**config.mk**
```make
export PLATFORM = sky130hd
export DESIGN_NAME = system_reset_sequencer
export DESIGN_NICKNAME = d
export VERILOG_FILES = /design/src/rtl/system_reset_sequencer.sv
export SDC_FILE = /design/constraint.sdc
export NUM_CORES = 1
export LEC_CHECK = 0
export ABC_AREA = 1
export BUFFER_PORTS_ARGS = -buffer_cell sky130_fd_sc_hd__buf_2
export CORE_AREA = 10 10 110 112
export DETAILED_ROUTE_END_ITERATION = 8
export DIE_AREA = 0 0 120 122
export PLACE_DENSITY = 0.48
export SLEW_MARGIN = 20
export SYNTH_ARGS = -nofsm -noshare
export SYNTH_HDL_FRONTEND = slang
export SYNTH_SLANG_ARGS = --single-unit
```
**constraint.sdc**
```tcl
create_clock -name clk -period 3.2 [get_ports clk]
set_input_delay 0.64 -clock clk [delete_from_list [all_inputs] [get_ports clk]]
set_output_delay 0.64 -clock clk [all_outputs]
set_load 0.02 [all_outputs]
```
**src/rtl/system_reset_sequencer.sv**
```systemverilog
// Power-on reset sequencer: qualifies PLL lock, waits a settle delay, then releases
// downstream reset domains one at a time, each gated by the previous domain's ready.
module system_reset_sequencer #(
    parameter int          NUM_STAGES  = 3,
    parameter logic [15:0] LOCK_FILTER = 16'd1000,
    parameter logic [23:0] INIT_DELAY  = 24'd2500000,
    parameter logic [23:0] STAGE_GAP   = 24'd50000,
    parameter logic [23:0] ACK_TIMEOUT = 24'd5000000
) (
    input  logic                  clk,
    input  logic                  rst_n,
    input  logic                  pll_locked,
    input  logic                  soft_rst_req,
    input  logic [NUM_STAGES-1:0] stage_ready,
    output logic [NUM_STAGES-1:0] stage_rst_n,
    output logic                  sys_ready,
    output logic                  seq_fault,
    output logic [2:0]            fault_stage,
    output logic [2:0]            seq_state
);

    typedef enum logic [2:0] {
        IDLE      = 3'd0,
        INIT_WAIT = 3'd1,
        WAIT_ACK  = 3'd2,
        GAP       = 3'd3,
        RUN       = 3'd4,
        FAULT     = 3'd5
    } state_t;

    state_t                state_r, state_nxt_s;
    logic [23:0]           cyc_cnt_r, cyc_cnt_s;
    logic [15:0]           lock_cnt_r, lock_cnt_s;
    logic [2:0]            idx_r, idx_s, idx_inc_s;
    logic [NUM_STAGES-1:0] stage_rst_n_r, stage_rst_n_s;
    logic                  sys_ready_r, sys_ready_s;
    logic                  seq_fault_r, seq_fault_s;
    logic [2:0]            fault_stage_r, fault_stage_s;
    logic                  ready_sel_s;
    logic                  restart_s;

    // State, counters and all registered outputs
    always_ff @(posedge clk or negedge rst_n) begin
        if (!rst_n) begin
            state_r       <= IDLE;
            cyc_cnt_r     <= 24'd0;
            lock_cnt_r    <= 16'd0;
            idx_r         <= 3'd0;
            stage_rst_n_r <= {NUM_STAGES{1'b0}};
            sys_ready_r   <= 1'b0;
            seq_fault_r   <= 1'b0;
            fault_stage_r <= 3'd0;
        end else begin
            state_r       <= state_nxt_s;
            cyc_cnt_r     <= cyc_cnt_s;
            lock_cnt_r    <= lock_cnt_s;
            idx_r         <= idx_s;
            stage_rst_n_r <= stage_rst_n_s;
            sys_ready_r   <= sys_ready_s;
            seq_fault_r   <= seq_fault_s;
            fault_stage_r <= fault_stage_s;
        end
    end

    // Next-state selection; lock loss and soft reset override everything except FAULT
    always_comb begin
        state_nxt_s = state_r;
        ready_sel_s = 1'b0;
        for (int i = 0; i < NUM_STAGES; i++) begin
            if (idx_r == 3'(i)) begin
                ready_sel_s = stage_ready[i];
            end else begin
                ready_sel_s = ready_sel_s;
            end
        end
        restart_s = (state_r != FAULT) && (!pll_locked || soft_rst_req);

        case (state_r)
            IDLE: begin
                if (!restart_s && (lock_cnt_r == LOCK_FILTER - 16'd1)) begin
                    state_nxt_s = INIT_WAIT;
                end else begin
                    state_nxt_s = IDLE;
                end
            end
            INIT_WAIT: begin
                if (restart_s) begin
                    state_nxt_s = IDLE;
                end else if (cyc_cnt_r == INIT_DELAY - 24'd1) begin
                    state_nxt_s = WAIT_ACK;
                end else begin
                    state_nxt_s = INIT_WAIT;
                end
            end
            WAIT_ACK: begin
                if (restart_s) begin
                    state_nxt_s = IDLE;
                end else if (ready_sel_s) begin
                    state_nxt_s = (idx_r == 3'(NUM_STAGES - 1)) ? RUN : GAP;
                end else if (cyc_cnt_r == ACK_TIMEOUT - 24'd1) begin
                    state_nxt_s = FAULT;
                end else begin
                    state_nxt_s = WAIT_ACK;
                end
            end
            GAP: begin
                if (restart_s) begin
                    state_nxt_s = IDLE;
                end else if (cyc_cnt_r == STAGE_GAP - 24'd1) begin
                    state_nxt_s = WAIT_ACK;
                end else begin
                    state_nxt_s = GAP;
                end
            end
            RUN: begin
                if (restart_s) begin
                    state_nxt_s = IDLE;
                end else begin
                    state_nxt_s = RUN;
                end
            end
            FAULT: begin
                if (soft_rst_req) begin
                    state_nxt_s = IDLE;
                end else begin
                    state_nxt_s = FAULT;
                end
            end
            default: state_nxt_s = IDLE;
        endcase
    end

    // Counter and output updates derived from the chosen transition
    always_comb begin
        idx_s         = idx_r;
        idx_inc_s     = idx_r + 3'd1;
        stage_rst_n_s = stage_rst_n_r;
        sys_ready_s   = sys_ready_r;
        seq_fault_s   = seq_fault_r;
        fault_stage_s = fault_stage_r;

        if (state_nxt_s != state_r) begin
            cyc_cnt_s = 24'd0;
        end else if ((state_r == INIT_WAIT) || (state_r == WAIT_ACK) || (state_r == GAP)) begin
            cyc_cnt_s = cyc_cnt_r + 24'd1;
        end else begin
            cyc_cnt_s = 24'd0;
        end

        if ((state_r == IDLE) && (state_nxt_s == IDLE) && pll_locked && !soft_rst_req) begin
            lock_cnt_s = lock_cnt_r + 16'd1;
        end else begin
            lock_cnt_s = 16'd0;
        end

        if (state_nxt_s == IDLE) begin
            idx_s         = 3'd0;
            stage_rst_n_s = {NUM_STAGES{1'b0}};
            sys_ready_s   = 1'b0;
            if (state_r == FAULT) begin
                seq_fault_s   = 1'b0;
                fault_stage_s = 3'd0;
            end else begin
                seq_fault_s   = seq_fault_r;
                fault_stage_s = fault_stage_r;
            end
        end else begin
            case (state_r)
                INIT_WAIT: begin
                    if (state_nxt_s == WAIT_ACK) begin
                        idx_s            = 3'd0;
                        stage_rst_n_s[0] = 1'b1;
                    end else begin
                        stage_rst_n_s = stage_rst_n_r;
                    end
                end
                WAIT_ACK: begin
                    if (state_nxt_s == RUN) begin
                        sys_ready_s = 1'b1;
                    end else if (state_nxt_s == FAULT) begin
                        seq_fault_s   = 1'b1;
                        fault_stage_s = idx_r;
                        stage_rst_n_s = {NUM_STAGES{1'b0}};
                        sys_ready_s   = 1'b0;
                    end else begin
                        sys_ready_s = sys_ready_r;
                    end
                end
                GAP: begin
                    if (state_nxt_s == WAIT_ACK) begin
                        idx_s = idx_inc_s;
                        for (int i = 0; i < NUM_STAGES; i++) begin
                            if (idx_inc_s == 3'(i)) begin
                                stage_rst_n_s[i] = 1'b1;
                            end else begin
                                stage_rst_n_s[i] = stage_rst_n_r[i];
                            end
                        end
                    end else begin
                        stage_rst_n_s = stage_rst_n_r;
                    end
                end
                default: stage_rst_n_s = stage_rst_n_r;
            endcase
        end
    end

    assign stage_rst_n = stage_rst_n_r;
    assign sys_ready   = sys_ready_r;
    assign seq_fault   = seq_fault_r;
    assign fault_stage = fault_stage_r;
    assign seq_state   = state_r;

endmodule

```
==> impl_metrics.json <==
{
  "status": "complete, no violations",
  "finalMaxSlewViolations": 0,
  "worstSetupPathType": "reg -> reg",
  "rr_worst_depth": 15,
  "postCtsHoldBufs": 0,
  "initial_utilization_pct": 33.68,
  "cp-start-kind": "register",
  "yosys.area.top_type": "dfrtp_1",
  "grt_max_degree": 43,
  "ioPinCount": 18,
  "fmax_ghz": 0.3904,
  "track_usage_pct": 10.98,
  "post_dp_cell_area_sq_um": 3597,
  "drc": 0,
  "die_area_sq_um": 14640,
  "core_area_sq_um": 10050,
  "pwr-share-comb_pct": 2.8,
  "timing.rr.start": "idx_r[0]",
  "clock_skew_ps": 11.93,
  "path_clk_slew_ps": 110,
  "critPathLaunch": "idx_r[0]",
  "cts_max_level": 2,
  "cts_tree": "yes",
  "ys_ff_latch": 54,
  "leakagePower_nw": 1.644,
  "rsz0062_at_grt": "false",
  "dieWidth_microns": 120,
  "syn_area_sq_um": 3383,
  "syn_inst": 446,
  "met3_length_microns": 279,
  "drt_iter0_drc": 210,
  "worst_pin_slew_ps": 843.4,
  "switching_power_mw": 0.2637,
  "avgSynthCellArea_sq_um": 7.586,
  "hold_viol": 0,
  "synth_area_leaders": "dfrtp_1, nor2_1, nand2_1, nand3_1, inv_1",
  "seqPwrFrac_pct": 61.9,
  "end_kind": "register",
  "gp_congestion": 0.8980,
  "gr-total-overflow": 0,
  "setup_slack_ps": 638.6,
  "final_cell_area_sq_um": 3684,
  "required_ps": 3370,
  "synth_nets": 460,
  "grt_pass1_wl_microns": 13410,
  "clock-sinks": 54,
  "antenna_found_initial": 0,
  "pre_cts_slack_ps": 641.2,
  "final_nets": 478,
  "placed_cells": 593,
  "arrival_ps": 2730,
  "p_clk_share_pct": 35.2,
  "detail_route.wirelength_microns": 7767,
  "slew_headroom_pct": 43.56,
  "grt_pass1_vias": 2824,
  "setup_viol": 0,
  "synth_top_cell_area_share_pct": 39.94,
  "p_int_mw": 0.8407,
  "num_vias": 2878,
  "hold_path.class": "in -> async",
  "met1_length_microns": 3760,
  "port_buffers": 17,
  "clk_latency_ps": 320,
  "period_share_pct": 80.04,
  "drive_gt1_share_pct": 12.50,
  "r2r_end": "cyc_cnt_r[19]",
  "cts_buffer_depth": 2,
  "die_h_microns": 122,
  "viasPerCell": 4.797,
  "synth-seq-area-share_pct": 39.94,
  "firstDrtPassIters": 4,
  "met2_length_microns": 3569,
  "clock-root-buffer": "clkbuf_8",
  "rows": 37,
  "critPathCapture": "cyc_cnt_r[19]",
  "layoutNonFillerInstCount": 600,
  "area_growth_syn_to_layout_pct": 8.876,
  "ys_types": 32,
  "post_cts_buffers": 0,
  "switching_share_pct": 23.88,
  "wl_per_cell_microns": 12.95,
  "cts_made_buffers": 5,
  "fin_crit_ps": 2561,
  "synth-warning-count": 0,
  "ir_drop_mv": 0.1491,
  "hpwl_microns": 5860,
  "r2r_slack_ps": 640,
  "path_max_fanout": 24,
  "cts_resized": 0,
  "dr.max_layer_used": "met4",
  "n_antenna_cell": 0,
  "pwr_density_cell_nw_per_um2": 299.8,
  "drv_cap": 0,
  "tns_ps": 0,
  "ant_nets": 0
}
through the flow:
stage	power, mW	util [%]	hold WS (ps)
3_3_place_gp	0.7303	35.81	454.3
6_report	1.104	36.67	310.1
3_5_place_dp	0.7305	35.81	461.1
4_1_cts	1.126	36.64	484.6
2_1_floorplan	0.7084	-	344.4
5_1_grt	1.147	36.67	356.2
cells in the mapped netlist:
cell type and instances:
nor2_1 79, or2_4 1, o21ai_1 6, o21ai_4 1
xor2_1 22, nand3_2 1, nand3b_4 1, xnor2_1 3
a31oi_1 1, ha_1 7, nor4_1 2, o22ai_1 1
a21oi_1 8, clkbuf_1 2, and3_1 2, nor4_2 1
inv_2 5, nor2_2 2, nor3_1 13, nand2_4 1
nand2_1 78, nand2_2 2, inv_1 52, buf_2 3
dfrtp_1 54, nand4_1 13, nor3_2 17, o21ai_0 11
o21bai_1 2, nor3b_1 3, buf_6 3, nand3_1 49
metal layers:
layer,track usage [%],vias to the layer above
met5,0,-
met4,4.449,0
met3,2.035,16
met2,18.02,43
met1,13.99,1342
li1,-,1477
cells in the final DEF, fill, tap and decap left out:
master,n
xnor2_1,3
nor2_2,2
nor4_2,1
nand2_1,78
nand3_1,49
nor3b_1,3
a31oi_1,1
o22ai_1,1
nand4_1,13
o21ai_1,6
or2_4,1
and3_1,2
o21ai_0,11
nor4_1,2
inv_2,5
dfrtp_1,54
nor2_1,79
nor3_1,13
o21ai_4,1
buf_4,3
clkinvlp_4,2
nand2_2,2
xor2_1,22
inv_1,52
nand2_4,1
o21bai_1,2
clkbuf_8,5
nand3_2,1
nor3_2,17
a21oi_1,8
ha_1,7
nand3b_4,1
buf_2,16
power by group through the flow:
stage	clock, mW	sequential, mW	combinational [mW]
4_1_cts	0.409	0.684	0.0331
3_3_place_gp	0	0.697	0.0330
3_5_place_dp	0	0.697	0.0331
2_1_floorplan	0	0.697	0.0111
5_1_grt	0.425	0.684	0.0377
6_report	0.389	0.684	0.0314
sequential cells by signal, summed over array words and instances, names as in the netlist:
signal,flops
cyc_cnt_r,24
lock_cnt_r,16
fault_stage,3
idx_r,3
seq_state,3
stage_rst_n,3
seq_fault,1
sys_ready,1
critical path, stage by stage, from the launching register on:
cell	delay [ps]
dfrtp_1	430
inv_1	140
ha_1	190
nand2_1	60
nand2_1	70
nand3_1	70
nand2_1	60
o21ai_0	90
nand2_1	110
nand3_1	90
nand2_2	140
nand2_4	80
inv_2	70
nor2_1	70
o21ai_4	670
nor2_1	90
cells by family (layout without fill, tap and decap cells):
kind of cell             count (synthesis)  after routing  synth area share (%)
AND/OR/NAND/NOR                        265            265                 38.02
buffers and inverters                   65             83                 7.988
flip-flops                              54             54                 39.94
AO/OA/AOI/OAI                           30             30                 4.993
XOR/XNOR                                25             25                 6.472
adder cells (fa/ha/maj)                  7              7                 2.589
worst min-delay path by stage:
| stage | from | endpoint | slack [ps] | depth (start not counted) |
|---|---|---|---|---|
| floorplan | rst_n | cyc_cnt_r[0] | 340 | 0 |
| global placement | sys_ready | sys_ready | 450 | 2 |
| detailed placement | sys_ready | sys_ready | 460 | 2 |
| CTS | cyc_cnt_r[0] | cyc_cnt_r[0] | 480 | 1 |
| global route | rst_n | cyc_cnt_r[14] | 360 | 1 |
| finish | rst_n | cyc_cnt_r[15] | 310 | 1 |
area by class of cell:
cell class	instances	area, sq um
inverters	57	214.0
clock inverters	2	15.01
repair buffers	19	102.6
multi-input cells	327	1762
fillers	1093	6362
flip-flops and latches	54	1351
clock buffers	5	68.82
well taps	136	170.2
Power figures use the tool's default switching activity.
